--- config.mk ---
export PLATFORM = sky130hd
export DESIGN_NAME = spike_rate_decoder
export DESIGN_NICKNAME = d
export VERILOG_FILES = /design/src/rtl/spike_rate_decoder.sv
export SDC_FILE = /design/constraint.sdc
export NUM_CORES = 1
export LEC_CHECK = 0
export CAP_MARGIN = 30
export CORE_UTILIZATION = 45
export DETAILED_ROUTE_END_ITERATION = 16
export MAX_ROUTING_LAYER = met4
export PLACE_DENSITY = 0.67
export SLEW_MARGIN = 10
export SYNTH_ARGS = -nofsm -noshare
export SYNTH_HDL_FRONTEND = slang
export SYNTH_SLANG_ARGS = --single-unit
--- constraint.sdc ---
create_clock -name clk -period 2.6 [get_ports clk]
set_input_delay 0.26 -clock clk [delete_from_list [all_inputs] [get_ports clk]]
set_output_delay 0.26 -clock clk [all_outputs]
set_load 0.01 [all_outputs]
--- src/rtl/spike_rate_decoder.sv ---
// Spike train decoder: windowed rising-edge rate counter plus inter-spike interval meter.
// Optional EMA of the rate (output rate_avg) is built when SPIKE_DECODER_EMA_EN is defined.
module spike_rate_decoder #(
    parameter int WINDOW_LOG2 = 4,
    parameter int CNT_W       = 8,
    parameter int ISI_W       = 8
) (
    input  logic             clk,
    input  logic             rst,
    input  logic             en,
    input  logic             spike,
    input  logic             clear,
    output logic [CNT_W-1:0] rate,
    output logic             rate_valid,
    output logic [ISI_W-1:0] isi,
    output logic             isi_valid,
    output logic             armed
`ifdef SPIKE_DECODER_EMA_EN
    ,
    output logic [CNT_W-1:0] rate_avg
`endif
);

    // rate_valid / isi_valid are one-cycle strobes with no backpressure; rate and isi
    // stay stable between strobes, so a consumer may sample them on the strobe or later.
    typedef enum logic {ST_IDLE = 1'b0, ST_ARMED = 1'b1} isi_state_t;

    isi_state_t             r_state;
    isi_state_t             w_state_next;
    logic                   r_spike_q;
    logic [WINDOW_LOG2-1:0] r_win_cnt;
    logic [CNT_W-1:0]       r_spike_acc;
    logic [ISI_W-1:0]       r_isi_cnt;
    logic [CNT_W-1:0]       r_rate;
    logic [ISI_W-1:0]       r_isi;
    logic                   r_rate_valid;
    logic                   r_isi_valid;

    logic                   w_event;
    logic                   w_win_end;
    logic [CNT_W-1:0]       w_acc_inc;
    logic [CNT_W-1:0]       w_rate_next;
    logic [ISI_W-1:0]       w_isi_inc;

    assign w_event     = spike & ~r_spike_q & en & ~clear;
    assign w_win_end   = en && (r_win_cnt == {WINDOW_LOG2{1'b1}});
    assign w_acc_inc   = (r_spike_acc == {CNT_W{1'b1}}) ? r_spike_acc : r_spike_acc + 1'b1;
    // An event on the last window cycle still belongs to the window that is closing.
    assign w_rate_next = w_event ? w_acc_inc : r_spike_acc;
    assign w_isi_inc   = (r_isi_cnt == {ISI_W{1'b1}}) ? r_isi_cnt : r_isi_cnt + 1'b1;

    always_ff @(posedge clk) begin
        if (rst) begin
            r_state <= ST_IDLE;
        end else begin
            r_state <= w_state_next;
        end
    end

    always_comb begin
        w_state_next = r_state;
        if (clear) begin
            w_state_next = ST_IDLE;
        end else if (r_state == ST_IDLE && w_event) begin
            w_state_next = ST_ARMED;
        end
    end

    always_comb begin
        armed = (r_state == ST_ARMED);
    end

    always_ff @(posedge clk) begin
        if (rst) begin
            r_spike_q    <= 1'b0;
            r_win_cnt    <= '0;
            r_spike_acc  <= '0;
            r_isi_cnt    <= '0;
            r_rate       <= '0;
            r_isi        <= '0;
            r_rate_valid <= 1'b0;
            r_isi_valid  <= 1'b0;
        end else begin
            r_spike_q    <= spike;
            r_rate_valid <= 1'b0;
            r_isi_valid  <= 1'b0;
            if (clear) begin
                r_win_cnt   <= '0;
                r_spike_acc <= '0;
                r_isi_cnt   <= '0;
            end else if (en) begin
                r_win_cnt <= r_win_cnt + 1'b1;
                if (w_win_end) begin
                    r_rate       <= w_rate_next;
                    r_spike_acc  <= '0;
                    r_rate_valid <= 1'b1;
                end else if (w_event) begin
                    r_spike_acc <= w_acc_inc;
                end
                // The first event after IDLE only starts the interval; later ones report it.
                if (w_event) begin
                    r_isi_cnt <= '0;
                    if (r_state == ST_ARMED) begin
                        r_isi       <= w_isi_inc;
                        r_isi_valid <= 1'b1;
                    end
                end else if (r_state == ST_ARMED) begin
                    r_isi_cnt <= w_isi_inc;
                end
            end
        end
    end

    assign rate       = r_rate;
    assign rate_valid = r_rate_valid;
    assign isi        = r_isi;
    assign isi_valid  = r_isi_valid;

`ifdef SPIKE_DECODER_EMA_EN
    logic [CNT_W-1:0]       r_rate_avg;
    logic signed [CNT_W:0]  w_ema_diff;
    logic signed [CNT_W:0]  w_ema_sum;

    // Alpha = 1/4 exponential average, signed one bit wider so the step can be negative.
    assign w_ema_diff = $signed({1'b0, w_rate_next}) - $signed({1'b0, r_rate_avg});
    assign w_ema_sum  = $signed({1'b0, r_rate_avg}) + (w_ema_diff >>> 2);

    always_ff @(posedge clk) begin
        if (rst) begin
            r_rate_avg <= '0;
        end else if (!clear && w_win_end) begin
            r_rate_avg <= w_ema_sum[CNT_W-1:0];
        end
    end

    assign rate_avg = r_rate_avg;
`endif

endmodule

==> out/qor.yml, run 1 <==
status:
  status: "finished clean"
clocking:
  cts_sinks: 40
  cts-root-buf: "clkbuf_8"
  clkTransAtPathRegs_ps: 80
  postCtsSetupBuffers: 0
  cts_buffers: 5
  clock_latency_ps: 290
  cts_tree: "built"
  cts_buffer_depth: 2
  post_cts_resized: 0
  hold_buffers: 0
  h-tree-depth: 2
global_route:
  grt_pass1_vias: 1433
  grt_usage: 0.211
  antenna_found_initial: 0
  grt_overflow_total: 0
  grt_max_degree: 18
  grt_pass1_wl_um: 6980
final_layout:
  layout-drive-gt1-share: 0.0920
  diodes: 0
  mostFrequentLayoutCell: "dfxtp_1"
  fill_cells: 393
  final_cell_mix: "dfxtp_1, nor2_1, nand2_1"
  syn_to_final_growth_pct: 18.9
  fin_nets: 257
  fin_area_mm2: 0.00233
  finish.utilization: 0.570
drt:
  wl_per_cell_um: 14.2
  drt_pass1_iterations: 4
  drt_iter0_markers: 123
  ant_nets: 0
  viasPerCell: 5.74
  drt-total-wl_um: 4270
  route.vias.total: 1722
  drc: 0
hold_path:
  holdPathStages: 2
  hold_class: "reg2reg"
synthesis:
  synth_edf_count: 0
  syn_nets: 236
  syn_area_mm2: 0.00196
  yosysUniqueCellTypes: 49
  synth_seq_cells: 40
  synth_top_area_share: 0.408
  syn_inst: 228
  synth_flop_cell: "dfxtp_1"
  async_reset_ff_frac: 0
  ys_seq_area_frac: 0.408
  yosys.area.top_type: "dfxtp_1"
  synth_area_leaders: "dfxtp_1, nor2_1, nand2_1"
  yosysWarnings: 0
  avgSynthCellArea_um2: 8.60
timing:
  finalMaxSlewViolations: 0
  rsz0062_at_grt: "no"
  max_freq_ghz: 0.524
  final_hold_viol_count: 0
  fin_skew_ps: 6.48
  tightest_slew_ps: 574
  finalSetupViolations: 0
  layout_min_cycle_time_ps: 1910
  fin_crit_sh: 0.734
  max_slew_margin: 0.616
  finalSetupTns_ps: 0
placed_design:
  place_congestion: 0.917
  numPortBuffers: 23
  detailed_place_hpwl_um: 3110
  dpl_cell_area_mm2: 0.00222
floorplanning:
  initial_core_util: 0.480
  die_area_mm2: 0.00462
  core_area_mm2: 0.00409
  io_pins: 24
  row_count: 23
  die_w_um: 68.0
  die_y_um: 68.0
power:
  finalPower_mw: 1.16
  cellPowerDensity_mw_per_mm2: 499
  power.leakage_nw: 0.784
  ir_drop_mv: 0.258
worst_setup_path:
  crit_required_ps: 2790
  rr_worst_depth: 4
  critPathLaunchType: "input port"
  worstSetupPathType: "in2reg"
  cp_max_fo: 10
  crit_path_end_kind: "flop"
  arrival_ps: 2100
job:
  maxCapViolCount: 0
## Yosys cell counts (2+ instances only)
cell type / number
o21ai_0: 6
nor3b_1: 3
nand4_1: 11
nor2b_1: 2
nor3_1: 3
a31o_2: 3
nand3_1: 13
nor4_1: 2
a311oi_1: 3
nand2_1: 24
and4_1: 2
a21oi_1: 11
nor2_1: 25
inv_1: 2
or3_1: 2
o31ai_1: 2
and2_1: 4
a31oi_1: 3
o211ai_1: 3
o22ai_1: 3
or2_2: 3
ha_1: 3
mux2i_1: 4
a211oi_1: 6
buf_2: 3
nand2b_1: 4
nand3b_1: 3
clkbuf_1: 9
and3_1: 2
dfxtp_1: 40
xnor2_1: 2
xor2_1: 5
## power by group
part | leakage [nW] | switching (mW) | internal [mW]
Clock | 0.0552 | 0.212 | 0.285
Combinational | 0.406 | 0.0297 | 0.0181
Sequential | 0.323 | 0.00259 | 0.615
## kinds of logic (layout without fill, tap and decap cells)
group	count (synthesis)	after routing	synth area share
xor gates and xnor gates	7	7	0.0313
muxes	4	4	0.0204
and+or+nand+nor	109	109	0.302
buffers and inverters	16	38	0.0383
adders and majority gates	3	3	0.0191
DFF	40	40	0.408
AOI/OAI and AO/OA	49	49	0.180
## critical path, cell delays in order
cell             delay [ps]
clkdlybuf4s50_1         490
and4bb_1                630
and2_1                  360
nor2_1                   90
a311oi_1                270
## final cells by class
cell class              instances  area [um2]  area share
multi-input cells             172        1080       0.465
flip-flops and latches         40         801       0.344
repair buffers                 28         268       0.115
clock buffers                   6        72.6      0.0311
well taps                      50        62.6      0.0268
clock inverters                 2        35.0      0.0150
inverters                       2        7.51     0.00322
## sequential cells by signal (all words and copies together), names as in the netlist
register	count
r_win_cnt	4
isi	8
r_spike_q	1
rate_valid	1
r_spike_acc	8
isi_valid	1
rate	8
r_isi_cnt	8
armed	1
## stage by stage
step           setup slack (ps)  std cells  hold WS (ps)
6_report                    691        300           457
5_1_grt                     564        300           484
3_3_place_gp                473        292           440
2_1_floorplan              1090        228           356
4_1_cts                     720        300           457
3_5_place_dp                415        292           445
## per-layer routing
| metal | vias to the layer above | wire length (um) | global-route usage |
|---|---|---|---|
| met1 | 789 | 2230 | 0.305 |
| met2 | 49 | 1750 | 0.275 |
| met3 | 4 | 228 | 0.0550 |
| met5 | - | 0 | - |
| met4 | 0 | 62 | 0.0781 |
| li1 | 880 | - | - |
## worst paths after layout
kind	start	end	slack [ps]
worst max register to register	r_spike_q	isi[5]	860
worst min-delay path	rate[6]	rate[6]	460
worst max-delay path	clear	isi[5]	690
worst min register to register	rate[6]	rate[6]	460
No activity file was read; power rests on OpenSTA's default activity.
==> inputs of run 2 (changes only) <==
PLACE_DENSITY = 0.69   (was 0.67)
clock period = 1.7 ns   (was 2.6 ns; I/O delays follow)
==> out/qor.yml, run 2 (synthesis results as in run 1) <==
placed_design:
  numPortBuffers: 23
  dp.cells: 311
  place_congestion: 0.913
  dpl_cell_area_mm2: 0.00237
  detailed_place_hpwl_um: 3290
power:
  p_sw_frac: 0.221
  p_int_mw: 1.26
  p_switching_uw: 358
  p_comb_frac: 0.056
  power_frac_seq: 0.583
  power.leakage_nw: 0.861
  cellPowerDensity_mw_per_mm2: 662
  finalPower_mw: 1.62
  ir_drop_mv: 0.310
  p_clk_frac: 0.360
timing:
  fin_crit_sh: 0.933
  tightest_slew_ps: 409
  finalSetupTns_ps: 0
  hold-worst-slack_ps: 452
  final_hold_viol_count: 0
  layout_min_cycle_time_ps: 1590
  finalSetupViolations: 0
  max_slew_margin: 0.727
  finalMaxSlewViolations: 0
  max_freq_ghz: 0.630
  rsz0062_at_grt: "no"
  fin_skew_ps: 5.12
final_layout:
  final_cell_mix: "dfxtp_1, nor2_1, nand2_1, buf_4, clkdlybuf4s50_1"
  syn_to_final_growth_pct: 24.6
  mostFrequentLayoutCell: "dfxtp_1"
  fin_nets: 276
  fin_area_mm2: 0.00244
  diodes: 0
  layout-drive-gt1-share: 0.153
  final_cells: 318
drt:
  viasPerCell: 5.69
  wl_per_cell_um: 14.0
  drt_iter0_markers: 116
  drt_pass1_iterations: 4
  ant_nets: 0
  drc: 0
  route.vias.total: 1809
  drt-total-wl_um: 4450
clocking:
  cts_tree: "built"
  cts-root-buf: "clkbuf_8"
  postCtsSetupBuffers: 0
  clkTransAtPathRegs_ps: 70
  hold_buffers: 0
  cts_sinks: 40
  clock_latency_ps: 280
  cts_buffer_depth: 2
  cts_buffers: 5
  post_cts_resized: 0
  h-tree-depth: 2
floorplanning:
  row_count: 23
  core_area_mm2: 0.00409
  die_y_um: 68.0
  io_pins: 24
  die_w_um: 68.0
  die_area_mm2: 0.00462
  initial_core_util: 0.480
global_route:
  antenna_found_initial: 0
  grt_pass1_wl_um: 7300
  grt_max_degree: 22
  grt_overflow_total: 0
  grt_pass1_vias: 1548
  grt_usage: 0.219
worst_setup_path:
  crit_path_end_kind: "flop"
  arrival_ps: 1800
  crit_required_ps: 1910
  cp_max_fo: 5
  critPathLaunchType: "input port"
  worstSetupPathType: "in2reg"
hold_path:
  hold_class: "reg2reg"
status:
  status: "finished clean"
job:
  maxCapViolCount: 0
[run 2: changes by cell type in the layout (fill, tap and decap cells not counted), sizes merged]
cell    previous run  this run
buf                5        24
bufinv             1         0
[run 2: worst paths after layout]
path	startpoint	end	slack, ps	depth (start not counted)
max	en	r_spike_acc[5]	110	6
min	isi[3]	isi[3]	450	2
max reg2reg	r_spike_q	r_spike_acc[5]	140	5
min reg2reg	isi[3]	isi[3]	450	2
[run 2: final cells by class]
type / instances / area (um2)
well taps: 50 / 62.6
clock inverters: 1 / 5.00
clock buffers: 6 / 72.6
repair buffers: 47 / 410
flip-flops and latches: 40 / 801
multi-input cells: 172 / 1080
inverters: 2 / 7.51
fillers: 383 / 1640
[run 2: metrics by stage]
step / util / worst slack (ps)
finish: 0.598 / 114
global route: 0.598 / 52.4
CTS: 0.598 / 120
detailed placement: 0.579 / -167
global placement: 0.579 / -145
floorplan: - / 185
[run 2: power groups by stage]
stage	clock (mW)	combinational (mW)	sequential, mW
4_1_cts	0.605	0.0918	0.944
3_3_place_gp	0	0.0903	0.966
3_5_place_dp	0	0.0910	0.966
6_report	0.583	0.0913	0.944
5_1_grt	0.642	0.100	0.944
2_1_floorplan	0	0.0466	0.966
[run 2: worst max-delay path: stages]
cell	delay [ps]
clkdlybuf4s50_1	510
and4bb_1	290
buf_4	190
nand4b_4	110
or3_1	360
a31oi_1	160
[run 2: per-layer routing]
layer,GRT usage,vias up,part of all wire
met5,-,-,0
met4,0.0833,0,0.012
met3,0.0600,6,0.065
met2,0.290,65,0.41
met1,0.310,815,0.52
li1,-,923,-
